## config.mk

```make
export PLATFORM = sky130hd
export DESIGN_NAME = vc_rr_arbiter
export DESIGN_NICKNAME = d
export VERILOG_FILES = /design/src/rtl/vc_rr_arbiter.sv
export SDC_FILE = /design/constraint.sdc
export NUM_CORES = 1
export LEC_CHECK = 0
export ABC_CLOCK_PERIOD_IN_PS = 5600
export BUFFER_PORTS_ARGS = -buffer_cell sky130_fd_sc_hd__buf_2
export CORE_UTILIZATION = 35
export CTS_BUF_LIST = sky130_fd_sc_hd__clkbuf_4 sky130_fd_sc_hd__clkbuf_8
export CTS_CLUSTER_DIAMETER = 60
export DETAILED_ROUTE_END_ITERATION = 10
export MAX_ROUTING_LAYER = met4
export PLACE_DENSITY = 0.72
export SETUP_SLACK_MARGIN = 0.05
export SKIP_CTS_REPAIR_TIMING = 1
export SYNTH_ARGS = -nofsm -noshare
export SYNTH_HDL_FRONTEND = slang
export SYNTH_SLANG_ARGS = --single-unit
```

## constraint.sdc

```tcl
create_clock -name clk -period 5.6 [get_ports clk]
set_input_delay 1.12 -clock clk [delete_from_list [all_inputs] [get_ports clk]]
set_output_delay 1.12 -clock clk [all_outputs]
set_load 0.005 [all_outputs]
```

## src/rtl/vc_rr_arbiter.sv

```systemverilog
// vc_rr_arbiter: round-robin mover from 4 input FIFOs to 4 output FIFOs routed by word[DW-1:DW-2]; ports: in_empty/in_data/in_pop, out_almost_full/out_full/out_push/out_data, state, idle, error
module vc_rr_arbiter #(
  parameter int DW = 10,
  parameter int RD_LATENCY = 2
) (
  input  logic            clk,
  input  logic            reset,
  input  logic [3:0]      in_empty,
  input  logic [4*DW-1:0] in_data,
  output logic [3:0]      in_pop,
  input  logic [3:0]      out_almost_full,
  input  logic [3:0]      out_full,
  output logic [3:0]      out_push,
  output logic [DW-1:0]   out_data,
  output logic [1:0]      state,
  output logic            idle,
  output logic            error
);
  typedef enum logic [1:0] {S_RESET, S_IDLE, S_ACTIVE, S_STALL} state_t;
  state_t state_q, state_d;
  logic [3:0] pop_q, pop_d, push_q, push_d, mask, elig;
  logic [1:0] ptr_q, ptr_d, pop_idx_q, pop_idx_d, dst, cand;
  logic [RD_LATENCY-1:0] pv_q, pv_d;
  logic [1:0] pi_q [RD_LATENCY];
  logic [1:0] pi_d [RD_LATENCY];
  logic [DW-1:0] data_q, data_d, word;
  logic err_q, err_d, any_af, any_elig, pipe_empty, grant_en, found;
  always_comb begin
    mask = pop_q;
    for (int k = 0; k < RD_LATENCY - 1; k++) mask |= pv_q[k] ? (4'b0001 << pi_q[k]) : 4'b0000;
    elig = ~in_empty & ~mask;
    any_elig = |elig;
    any_af = |out_almost_full;
    pipe_empty = ~|pop_q && ~|pv_q;
    grant_en = (state_q == S_ACTIVE || state_q == S_IDLE) && !any_af && any_elig;
    pop_d = '0;
    pop_idx_d = '0;
    ptr_d = ptr_q;
    found = 1'b0;
    cand = '0;
    for (int k = 0; k < 4; k++) begin
      cand = ptr_q + 2'(k);
      if (grant_en && !found && elig[cand]) begin
        found = 1'b1;
        pop_d[cand] = 1'b1;
        pop_idx_d = cand;
        ptr_d = cand + 2'd1;
      end
    end
    pv_d[0] = |pop_q;
    pi_d[0] = pop_idx_q;
    for (int k = 1; k < RD_LATENCY; k++) begin
      pv_d[k] = pv_q[k-1];
      pi_d[k] = pi_q[k-1];
    end
    word = in_data[int'(pi_q[RD_LATENCY-1])*DW +: DW];
    dst = word[DW-1:DW-2];
    push_d = '0;
    data_d = data_q;
    err_d = err_q;
    if (pv_q[RD_LATENCY-1]) begin
      if (out_full[dst]) err_d = 1'b1;
      else begin
        push_d[dst] = 1'b1;
        data_d = word;
      end
    end
    case (state_q)
      S_RESET:  state_d = S_IDLE;
      S_IDLE:   state_d = any_elig ? S_ACTIVE : S_IDLE;
      S_ACTIVE: state_d = any_af ? S_STALL : (!any_elig && pipe_empty) ? S_IDLE : S_ACTIVE;
      default:  state_d = (!any_af && any_elig) ? S_ACTIVE : S_IDLE;
    endcase
  end
  always_ff @(posedge clk) begin
    if (reset) begin
      state_q <= S_RESET;
      pop_q <= '0;
      pop_idx_q <= '0;
      ptr_q <= '0;
      pv_q <= '0;
      pi_q <= '{default: '0};
      push_q <= '0;
      data_q <= '0;
      err_q <= 1'b0;
    end else begin
      state_q <= state_d;
      pop_q <= pop_d;
      pop_idx_q <= pop_idx_d;
      ptr_q <= ptr_d;
      pv_q <= pv_d;
      pi_q <= pi_d;
      push_q <= push_d;
      data_q <= data_d;
      err_q <= err_d;
    end
  end
  assign in_pop = pop_q;
  assign out_push = push_q;
  assign out_data = data_q;
  assign state = state_q;
  assign idle = state_q == S_IDLE && pipe_empty;
  assign error = err_q;
endmodule

```

==> run metrics <==
filler cell count 546; Place WS 2.40 ns; Final setup viols 0; Initial Util 36.4%; 1st-iter DRT viols 149; fmax 0.333 GHz; Antenna diodes 0; Post-synth EDFFs 0; crit path max fanout 14; XOR/XNOR share of the synthesized area 0.874%; # DRC 0; Post-Synthesis Cell Area 2000 µm²; IO buf count 75; Max Buffers Root-to-Sink 2; syn_nets 257; Worst-Skew Late Latency 0.28 ns; Leakage Power 0.00114 µW; Sink Count 31; Synth async-reset ratio 0%; maxcap violations 0; max_slew headroom 36.3%; area occupied by multi-input gates 1280 µm²; largest family of logic cells by synthesized area simple AND/OR/NAND/NOR gates; Tot GR Track Use 17.0%; drt wl/cell 14.6 µm; placed inst area 2390 µm²; via/cell ratio 5.43; drt pass-1 iters 4; VDD IR max 0.0000924 V; Core ar. 5510 µm²; I/O Pins 76; Arr. time, crit path 3.21 ns; Final Cell Area 2480 µm²; predominant post-synthesis flop cell dfxtp_1; Slew @ Worst Pin 0.956 ns; Slew Limit Fails 0; Synth Area per Inst 10.3 µm²; vias in the first global route 1,657; Synth Area in Compound Gates 17.5%; crit path kind reg -> reg; Reg area 621 µm²; Setup TNS 0 ns; GRT overflow 0; Vias 1,826; CTS tree yes; row cnt 27; yosys warns 0; die area 6030 µm²; drt total wl 4920 µm; Final Skew 0.00588 ns; post-synthesis simple-gate area fraction 20.4%; Synth Register Bits 31; first-pass GRT wire length 7970 µm; Root Driver clkbuf_8; post-route clock period utilization 53.6%; clock slew seen by the registers of the worst setup and hold paths 0.06 ns; H-tree depth 2; Tmin final 3.00 ns; register area share after synthesis 31.0%; largest net degree at the start of global routing 28; die outline height 77.7 µm; PwrDens 201 nW/µm²; Critical Path Source Type flop; Routed Antenna Nets 0; share of cells above drive strength 1 37.1%; antenna violations before repair 0; Final #Nets 326; synth unique cells 56; Hold WC Path Type reg -> reg; adder-cell share of the synthesized area 4.99%; cell count after synthesis 195; Die W 77.7 µm; P&R area growth vs syn 23.6%; CP Capture Type flop; Hold Fails Final Rpt 0; RSZ-0062 raised after global routing no; Worst EP required 5.80 ns; CTS buffer count 5; Post-DP HPWL 3770 µm; status finished, final reports clean; post-synthesis mux area share 20.2%; Final WS setup 2.60 ns; GP Congestion 0.839
final timing paths:
check | slack (ns) | cells past startpoint | startpoint | end
max reg2reg | 2.60 | 7 | ptr_q[0]$_SDFFE_PP0P_ | in_pop[0]$_SDFF_PP0_
max | 2.60 | 7 | ptr_q[0]$_SDFFE_PP0P_ | in_pop[0]$_SDFF_PP0_
min reg2reg | 0.43 | 1 | pop_idx_q[1]$_SDFF_PP0_ | pi_d[1]$_SDFF_PP0_
min | 0.43 | 1 | pop_idx_q[1]$_SDFF_PP0_ | pi_d[1]$_SDFF_PP0_
state kept, by name (all words and copies together), names as in the netlist:
| name | cells |
|---|---|
| pop_idx_q | 2 |
| out_data | 10 |
| error | 1 |
| out_push | 4 |
| pv_q | 2 |
| pi_d | 2 |
| ptr_q | 2 |
| in_pop | 4 |
| state | 2 |
| pi_q | 2 |
where the power goes:
part / total (µW) / switching, µW / internal (µW) / leakage [µW]
combinational: 94.1 / 45.7 / 48.3 / 0.000845
clock: 173 / 76.7 / 96.1 / 0.0000470
sequential: 231 / 5.88 / 225 / 0.000250
total: 498 / 128 / 370 / 0.00114
critical path, stage by stage (launching register included):
cell,delay [ns]
dfxtp_1,0.63
inv_1,0.18
ha_1,0.53
xor2_1,0.18
o221ai_1,0.14
a221oi_1,0.83
a222oi_1,0.23
o2bb2ai_1,0.20
layer usage:
layer,track usage [%],routed length [µm]
met2,27.1,2430
met5,-,0
met1,21.7,2180
met4,5.66,74
met3,3.29,234
layout by cell type, fill, tap and decap left out, types with 3 or more instances in the layout:
master / count
o21ai_0: 3
nor3_1: 6
nor2_1: 29
o22ai_1: 3
mux2i_1: 10
nor2b_1: 7
nor3b_1: 4
clkbuf_8: 6
ha_1: 8
or2_2: 3
mux4_1: 9
a21oi_1: 4
dfxtp_1: 31
or3_1: 3
inv_1: 5
o2bb2ai_1: 4
a221oi_1: 3
nor4_1: 3
buf_2: 75
a222oi_1: 4
o221ai_1: 3
Yosys cell counts (4+ instances only):
cell	count	area, µm²
inv_1	5	18.8
a21oi_1	4	20.0
nor3_1	6	30.0
o2bb2ai_1	4	35.0
nor3b_1	4	30.0
mux2i_1	10	100
nor2b_1	7	43.8
ha_1	8	100
a222oi_1	4	40.0
dfxtp_1	31	621
nor2_1	29	109
mux4_1	9	236
clkbuf_1	6	22.5
cell type report:
type                            count  share of cell area (%)
Multi-Input combinational cell    145                    51.7
Sequential cell                    31                    25.1
Timing Repair Buffer               75                    15.2
Tap cell                           72                    3.64
Clock buffer                        6                    3.33
Inverter                            6                   0.909
Clock inverter                      1                   0.202
through the flow:
step	cells	hold slack (ns)	util (%)	total power, µW
2_1_floorplan	195	0.414	-	294
3_3_place_gp	329	0.421	43.4	327
3_5_place_dp	329	0.427	43.4	330
4_1_cts	336	0.441	45.0	502
5_1_grt	336	0.460	45.0	528
6_report	336	0.433	45.0	498
cell families (layout without fill, tap and decap cells):
| logic type | after synthesis | after routing |
|---|---|---|
| buffers and inverters | 19 | 88 |
| adders and majority gates | 8 | 8 |
| muxes | 23 | 23 |
| AOI/OAI and AO/OA | 41 | 41 |
| xor gates and xnor gates | 2 | 2 |
| DFF | 31 | 31 |
| and+or+nand+nor | 71 | 71 |
(Power assumes the default switching activity.)
